===== config.mk =====
export PLATFORM = sky130hd
export DESIGN_NAME = mem_arbiter_flat
export DESIGN_NICKNAME = d
export VERILOG_FILES = /design/src/rtl/cpu_types_pkg.sv /design/src/rtl/mem_arbiter_if.sv /design/src/rtl/mem_arbiter.sv /design/src/flat_wrapper.sv
export SDC_FILE = /design/constraint.sdc
export NUM_CORES = 1
export LEC_CHECK = 0
export CAP_MARGIN = 30
export CORE_MARGIN = 2
export CORE_UTILIZATION = 38
export DETAILED_ROUTE_END_ITERATION = 8
export GPL_ROUTABILITY_DRIVEN = 0
export PLACE_DENSITY = 0.85
export SYNTH_ARGS = -nofsm -noshare
export SYNTH_HDL_FRONTEND = slang
export SYNTH_SLANG_ARGS = --single-unit

===== constraint.sdc =====
create_clock -name CLK -period 4.4 [get_ports CLK]
set_clock_uncertainty 0.1 [all_clocks]
set_input_delay 0.88 -clock CLK [delete_from_list [all_inputs] [get_ports CLK]]
set_output_delay 0.88 -clock CLK [all_outputs]
set_load 0.1 [all_outputs]

===== src/rtl/cpu_types_pkg.sv =====
// Shared CPU-side type definitions: RAM handshake status, arbiter states and requester identity.
package cpu_types_pkg;

    typedef enum logic [1:0] {
        FREE   = 2'd0,
        BUSY   = 2'd1,
        ACCESS = 2'd2,
        ERROR  = 2'd3
    } ramstate_t;

    typedef enum logic [1:0] {
        IDLE = 2'd0,
        IREQ = 2'd1,
        DREQ = 2'd2,
        DONE = 2'd3
    } arb_state_t;

    typedef enum logic {
        INSTR = 1'b0,
        DATA  = 1'b1
    } requester_t;

endpackage


===== src/rtl/mem_arbiter_if.sv =====
// Bundle of requester-side and RAM-side signals around the memory arbiter.
interface mem_arbiter_if #(
    parameter int ADDR_W = 32,
    parameter int DATA_W = 32
);
    import cpu_types_pkg::*;

    logic              iREN;
    logic [ADDR_W-1:0] iaddr;
    logic              dREN;
    logic              dWEN;
    logic [ADDR_W-1:0] daddr;
    logic [DATA_W-1:0] dstore;
    logic              ihit;
    logic              dhit;
    logic [DATA_W-1:0] iload;
    logic [DATA_W-1:0] dload;
    logic              err;
    logic              fault;
    logic              ramREN;
    logic              ramWEN;
    logic [ADDR_W-1:0] ramaddr;
    logic [DATA_W-1:0] ramstore;
    logic [DATA_W-1:0] ramload;
    ramstate_t         ramstate;

    // slave: the arbiter itself
    modport slave (
        input  iREN, iaddr, dREN, dWEN, daddr, dstore, ramload, ramstate,
        output ihit, dhit, iload, dload, err, fault,
        output ramREN, ramWEN, ramaddr, ramstore
    );

    // master: the surrounding datapath and RAM model
    modport master (
        output iREN, iaddr, dREN, dWEN, daddr, dstore, ramload, ramstate,
        input  ihit, dhit, iload, dload, err, fault,
        input  ramREN, ramWEN, ramaddr, ramstore
    );

endinterface


===== src/rtl/mem_arbiter.sv =====
// Shares one RAM port between instruction fetch and data access, one latched request at a time,
// with alternating priority on contention and a timeout guard against a hung RAM.
module mem_arbiter
    import cpu_types_pkg::*;
#(
    parameter int ADDR_W  = 32,
    parameter int DATA_W  = 32,
    parameter int TIMEOUT = 16
) (
    input  logic         CLK,
    input  logic         RST,
    mem_arbiter_if.slave bus
);

    localparam int              CNT_W    = $clog2(TIMEOUT);
    localparam logic [CNT_W-1:0] CNT_LAST = CNT_W'(TIMEOUT - 1);

    arb_state_t        state;
    arb_state_t        next_state;
    requester_t        last_grant;
    logic [ADDR_W-1:0] addr_r;
    logic [DATA_W-1:0] store_r;
    logic [DATA_W-1:0] iload_r;
    logic [DATA_W-1:0] dload_r;
    logic              wr_r;
    logic              bad_op_r;
    logic              err_r;
    logic              fault_r;
    logic [CNT_W-1:0]  cnt;

    logic i_pend;
    logic d_pend;
    logic grant_data;
    logic in_req;
    logic done_ok;
    logic done_bad;
    logic ram_ren;
    logic ram_wen;

    assign i_pend     = bus.iREN;
    assign d_pend     = bus.dREN | bus.dWEN;
    // On contention the requester that did not win last time goes first.
    assign grant_data = d_pend && (!i_pend || (last_grant == INSTR));
    assign in_req     = (state == IREQ) || (state == DREQ);
    assign done_ok    = (bus.ramstate == ACCESS);
    assign done_bad   = (bus.ramstate == ERROR) || (cnt == CNT_LAST);

    always_ff @(posedge CLK or posedge RST) begin
        if (RST) begin
            state <= IDLE;
        end else begin
            state <= next_state;
        end
    end

    always_comb begin
        next_state = state;
        ram_ren    = 1'b0;
        ram_wen    = 1'b0;
        case (state)
            IDLE: begin
                if (i_pend || d_pend) begin
                    next_state = grant_data ? DREQ : IREQ;
                end
            end
            IREQ: begin
                ram_ren = 1'b1;
                if (done_ok || done_bad) begin
                    next_state = DONE;
                end
            end
            DREQ: begin
                ram_wen = wr_r;
                ram_ren = !wr_r;
                if (done_ok || done_bad) begin
                    next_state = DONE;
                end
            end
            DONE: next_state = IDLE;
            default: next_state = IDLE;
        endcase
    end

    always_ff @(posedge CLK or posedge RST) begin
        if (RST) begin
            last_grant <= INSTR;
            addr_r     <= '0;
            store_r    <= '0;
            iload_r    <= '0;
            dload_r    <= '0;
            wr_r       <= 1'b0;
            bad_op_r   <= 1'b0;
            err_r      <= 1'b0;
            fault_r    <= 1'b0;
            cnt        <= '0;
        end else begin
            case (state)
                IDLE: begin
                    cnt   <= '0;
                    err_r <= 1'b0;
                    if (i_pend || d_pend) begin
                        last_grant <= grant_data ? DATA : INSTR;
                        addr_r     <= grant_data ? bus.daddr : bus.iaddr;
                        store_r    <= grant_data ? bus.dstore : '0;
                        // Read and write together is resolved as a write, flagged at completion.
                        wr_r       <= grant_data && bus.dWEN;
                        bad_op_r   <= grant_data && bus.dREN && bus.dWEN;
                    end
                end
                IREQ, DREQ: begin
                    cnt <= cnt + 1'b1;
                    if (done_ok) begin
                        err_r <= bad_op_r;
                        if (bad_op_r) begin
                            fault_r <= 1'b1;
                        end
                        if (!wr_r) begin
                            if (state == IREQ) begin
                                iload_r <= bus.ramload;
                            end else begin
                                dload_r <= bus.ramload;
                            end
                        end
                    end else if (done_bad) begin
                        err_r   <= 1'b1;
                        fault_r <= 1'b1;
                    end
                end
                DONE: cnt <= '0;
                default: cnt <= '0;
            endcase
        end
    end

    assign bus.ramREN   = ram_ren;
    assign bus.ramWEN   = ram_wen;
    assign bus.ramaddr  = in_req ? addr_r : '0;
    assign bus.ramstore = in_req ? store_r : '0;
    assign bus.ihit     = (state == DONE) && (last_grant == INSTR);
    assign bus.dhit     = (state == DONE) && (last_grant == DATA);
    assign bus.err      = (state == DONE) && err_r;
    assign bus.fault    = fault_r;
    assign bus.iload    = iload_r;
    assign bus.dload    = dload_r;

endmodule


===== src/flat_wrapper.sv =====
// flat-port wrapper written by rule: the top's interface ports become plain ports
module mem_arbiter_flat import cpu_types_pkg::*;
#(
    parameter int ADDR_W  = 32,
    parameter int DATA_W  = 32,
    parameter int TIMEOUT = 16
)
  (CLK, RST, bus_iREN, bus_iaddr, bus_dREN, bus_dWEN, bus_daddr, bus_dstore, bus_ramload, bus_ramstate, bus_ihit, bus_dhit, bus_iload, bus_dload, bus_err, bus_fault, bus_ramREN, bus_ramWEN, bus_ramaddr, bus_ramstore);
  mem_arbiter_if #(.ADDR_W(ADDR_W), .DATA_W(DATA_W)) bus_i ();
  input  logic CLK;
  input  logic RST;
  input wire logic [$bits(bus_i.iREN)-1:0] bus_iREN;
  input wire logic [$bits(bus_i.iaddr)-1:0] bus_iaddr;
  input wire logic [$bits(bus_i.dREN)-1:0] bus_dREN;
  input wire logic [$bits(bus_i.dWEN)-1:0] bus_dWEN;
  input wire logic [$bits(bus_i.daddr)-1:0] bus_daddr;
  input wire logic [$bits(bus_i.dstore)-1:0] bus_dstore;
  input wire logic [$bits(bus_i.ramload)-1:0] bus_ramload;
  input wire logic [$bits(bus_i.ramstate)-1:0] bus_ramstate;
  output wire logic [$bits(bus_i.ihit)-1:0] bus_ihit;
  output wire logic [$bits(bus_i.dhit)-1:0] bus_dhit;
  output wire logic [$bits(bus_i.iload)-1:0] bus_iload;
  output wire logic [$bits(bus_i.dload)-1:0] bus_dload;
  output wire logic [$bits(bus_i.err)-1:0] bus_err;
  output wire logic [$bits(bus_i.fault)-1:0] bus_fault;
  output wire logic [$bits(bus_i.ramREN)-1:0] bus_ramREN;
  output wire logic [$bits(bus_i.ramWEN)-1:0] bus_ramWEN;
  output wire logic [$bits(bus_i.ramaddr)-1:0] bus_ramaddr;
  output wire logic [$bits(bus_i.ramstore)-1:0] bus_ramstore;
  assign bus_i.iREN = bus_iREN;
  assign bus_i.iaddr = bus_iaddr;
  assign bus_i.dREN = bus_dREN;
  assign bus_i.dWEN = bus_dWEN;
  assign bus_i.daddr = bus_daddr;
  assign bus_i.dstore = bus_dstore;
  assign bus_i.ramload = bus_ramload;
  assign bus_i.ramstate = bus_ramstate;
  assign bus_ihit = bus_i.ihit;
  assign bus_dhit = bus_i.dhit;
  assign bus_iload = bus_i.iload;
  assign bus_dload = bus_i.dload;
  assign bus_err = bus_i.err;
  assign bus_fault = bus_i.fault;
  assign bus_ramREN = bus_i.ramREN;
  assign bus_ramWEN = bus_i.ramWEN;
  assign bus_ramaddr = bus_i.ramaddr;
  assign bus_ramstore = bus_i.ramstore;
  mem_arbiter #(.ADDR_W(ADDR_W), .DATA_W(DATA_W), .TIMEOUT(TIMEOUT)) u_core (.CLK(CLK), .RST(RST), .bus(bus_i));
endmodule

* After elaboration in Yosys (flattened, before gate mapping)
Cells that the tools add are included.
W data, S select, Z words.
** Storage, ports and cells
- Register bits after elaboration :: 139
- Input bits :: 135
- Output and inout port bits :: 134
- Word-level logic and storage cells :: 68
** Cells by class
- $add $sub $neg :: 1
- Eq/ne operators :: 10
- Muxes and demuxes :: 17
- Bitwise operators :: 4
- Reduce and logical (&&, ||, !) cells :: 25
** Operator list (number)
- $mux W32 :: 4
- $eq A2 B2 Y1 const B :: 4
- $pmux W4 S2 :: 1
- $reduce_and A4 Y1 :: 2
- $logic_and A1 B1 Y1 :: 7
- $mux W1 :: 6
- $mux W2 :: 3
- $ne A2 B1 Y1 const B :: 3
- $pmux W2 S3 :: 1
- $reduce_and A2 Y1 :: 3
- $logic_or A1 B1 Y1 :: 5
- $add A4 B1 Y4 const B :: 1
- $eq A4 B4 Y1 const B :: 1
- $pmux W1 S2 :: 2
- $reduce_bool A2 Y1 :: 2
- $reduce_or A2 Y1 :: 2
- $ne A3 B1 Y1 const B :: 1
- $not A1 Y1 :: 3
- $reduce_and A3 Y1 :: 1
- $eq A2 B1 Y1 const B :: 1
- $logic_not A1 Y1 :: 2
- $logic_not A2 Y1 :: 1
- $or A1 B1 Y1 :: 1

* Logic depth before layout (Yosys ltp)
- Depth in word-level cells :: 6
- Gate-level depth with buffers :: 6

* Worst setup path before layout
OpenSTA, ideal clock, no wires.
- Path type :: reg2out
- Start :: register u_core.state[0]
- End :: output port bus_ramaddr[0]
- Arrival :: 2.061 ns
- Setup slack :: 1.359 ns
- Stages on the path, launching flop included :: 6
- Buffers on the path :: 2
- Path through :: dfrtp_1 -> inv_1 -> ha_1 -> clkbuf_1 -> clkbuf_1 -> and2_1
** Between the ends
- Cells in the longest elaborated chain, start to end :: 3
** RTL lines
- from (decl) :: line mem_arbiter.sv:18 : arb_state_t state;
- from (signal assigned) :: line mem_arbiter.sv:52 : state <= next_state;
- $eq A2 B1 Y1 / $eq A2 B2 Y1 (equally long branches) :: line mem_arbiter.sv:44 : assign in_req = (state == IREQ) || (state == DREQ);
- $logic_or A1 B1 Y1 * :: line mem_arbiter.sv:44
- $mux W32 * :: line mem_arbiter.sv:137 : assign bus.ramaddr = in_req ? addr_r : '0;
- to (decl) :: line flat_wrapper.sv:28 : output wire logic [$bits(bus_i.ramaddr)-1:0] bus_ramaddr;
Every way passes the cells marked *; elsewhere a longest branch is shown, timed or not.

* Worst setup path in the final report
- Start :: register u_core.state[0]
- End :: output port bus_ihit
** Between the ends
- Cells in the longest elaborated chain, start to end :: 2
** RTL lines
- $eq A2 B2 Y1 :: line mem_arbiter.sv:139 : assign bus.ihit = (state == DONE) && (last_grant == INSTR);
- $logic_and A1 B1 Y1 :: line mem_arbiter.sv:139
- to (decl) :: line flat_wrapper.sv:20 : output wire logic [$bits(bus_i.ihit)-1:0] bus_ihit;
No other way between the ends.

==> summary.txt <==
Outcome
  • Status: finished, final reports clean

Clock network
  • H-tree levels: 4
  • # resized after CTS: 0
  • Clk sinks: 139
  • Later-pin clock latency in the skew report: 0.41 ns
  • TritonCTS clock tree: yes
  • # hold bufs at CTS: 0
  • Postcts setup bufs: 0
  • Register clock-pin slew on the reported worst setup and hold paths: 0.06 ns
  • Clock tree buffer depth: 2
  • Root buf cell: clkbuf_16
  • Num CTS Buffers: 17

Die
  • Total Die Area: 17020 sq um
  • Initial core utilization: 38.54%
  • Die Wd: 130.5 microns
  • Die height: 130.5 microns
  • # rows: 46
  • # IOs: 269
  • Core box area: 15770 sq um

Layout
  • Nets: 883
  • Final std cells w/o fill: 970
  • Share of cells above drive strength 1: 23.21%
  • Area of the multi-input gates: 2400 sq um
  • Fillers: 1318
  • Final cell utilization of the core: 59.45%
  • Number of diodes: 0
  • Area Overhead vs Synth: 54.27%
  • Post-route design area: 9375 sq um
  • Reg area: 3478 sq um

Placed design
  • Placed Cells: 938
  • Port Buf Inserts: 268
  • DP HPWL: 10650 microns
  • Placed cell area: 8827 sq um

Timing
  • Post-route clock period utilization: 76.92%
  • Final setup viols: 0
  • Rel. slew slack: 33.01%
  • Fmax: 0.2955 GHz
  • Setup tns final: 0 ns
  • Final Max Slew Viols: 0
  • Min Tclk post-route: 3.384 ns
  • Tightest Pin Transition: 1.002 ns
  • Final Hold Vio Count: 0
  • RSZ-0062 raised after global routing: no

Synthesis
  • Syn Inst Count: 476
  • Synth area leaders: dfrtp_1 57%, mux2_2 11%, and2_1 7.3%
  • Area leader, netlist: dfrtp_1
  • Top cells by count, synth: 139 x dfrtp_1, 71 x and2_1, 61 x mux2_2
  • Seq cells post-synth: 139
  • Share of the synthesized area in the top cell type: 57.24%
  • Async SR Flop Fraction: 100.0%
  • Most common cell in the netlist: dfrtp_1
  • Ys flop type: dfrtp_1
  • Post-synthesis cell type count: 35
  • Sequential-to-total area share from yosys stat: 57.24%
  • Net Count, Synth: 617
  • Synth Cell Area: 6077 sq um
  • Post-synth EDFFs: 0
  • Avg Synthesized Cell Area: 12.77 sq um
  • Synthesis Warnings: 0

Global route
  • Total grt overflow: 0
  • Vias in the first global route: 4609
  • Antenna violations before repair: 0
  • Global-route usage over all layers: 17.46%
  • First-pass GRT wire length: 23100 microns
  • Largest net degree at the start of global routing: 81

Setup path
  • Critical-path top delay cell: clkdlybuf4s50_1
  • Depth of the worst register-to-register path: 6
  • Kind of cell adding the most delay to the critical path: buffers and inverters
  • Data arrival time of the critical path: 2.40 ns
  • Worst Path Buf+Inv: 1
  • Critical path depth: 3
  • Data required time at the worst endpoint: 3.42 ns
  • Critical-path cell list: ha_1, nor2b_1, clkdlybuf4s50_1
  • CP Max Fanout: 5
  • Startpoint Class: flip-flop
  • CP Class: reg -> out
  • CP Capture Type: primary output
  • Crit-path max cell delay: 1.16 ns

Detailed routing
  • DR pass1 iterations: 5
  • Via-to-Cell Ratio: 4.695
  • Violation count after the first detailed-route iteration: 177
  • Drt drc: 0
  • Via count: 4554
  • Drt total wl: 14750 microns
  • WL per Instance: 15.21 microns
  • ANT nets after route: 0

Min path
  • Hold Crit Depth: 1
  • Min-delay worst type: reg -> reg

Run
  • Max_cap viols: 0
## sequential cells by signal (all words and copies together) (netlist names), 2 cells and up
signal and cells:
u_core.store_r 32, u_core.bus.dload 32, u_core.cnt 4, u_core.state 2, u_core.bus.iload 32, u_core.addr_r 32
## final timing paths
kind	endpoint	startpoint	slack, ns
max reg2reg	u_core.bus.dload[12]	u_core.state[0]	1.68
max	bus_ihit	u_core.state[0]	1.02
min reg2reg	u_core.cnt[0]	u_core.cnt[0]	0.36
max in group asynchronous	u_core.wr_r	RST	2.67
min	u_core.cnt[0]	u_core.cnt[0]	0.36
min in group asynchronous	u_core.bus.dload[23]	RST	0.71
## through the flow
stage	hold WS, ns	worst slack, ns
2_1_floorplan	0.3316	1.359
3_3_place_gp	0.3453	1.006
3_5_place_dp	0.3521	0.9536
4_1_cts	0.3685	0.9941
5_1_grt	0.3950	0.8960
6_report	0.3648	1.016
## cells in the final DEF (no fill, tap or decap), drive strengths merged, types with 21 or more instances in the layout
cell / n
a22o: 32
clkbuf: 21
dfrtp: 139
and2: 71
buf: 77
o21ai: 33
nand2: 35
mux2: 64
mux2i: 32
clkdlybuf4s50: 203
## area by class of cell
cell class	instances	share of cell area, %
flip-flops and latches	139	37.10
repair buffers	280	28.59
multi-input cells	300	25.60
clock buffers	21	4.911
well taps	216	2.883
clock inverters	10	0.7207
inverters	4	0.2002
## cells by family after synthesis
kind of cell             Yosys count  share of synthesized area [%]
AND/OR/NAND/NOR                  115                          10.69
AO/OA/AOI/OAI                     81                          10.03
multiplexers                      96                          17.13
buffers and inverters             37                          3.397
adder cells (fa/ha/maj)            6                          1.235
XOR/XNOR                           2                         0.2883
flip-flops                       139                          57.24
## layer usage
metal	global-route usage, %	wire length, microns
met5	0	0
met2	28.64	7152
met1	21.38	6135
met4	6.008	162
met3	6.474	1299
Power is left out: the tool's default activity adds up to more than one toggle a clock period on the data nets, which glitch-free logic cannot reach.
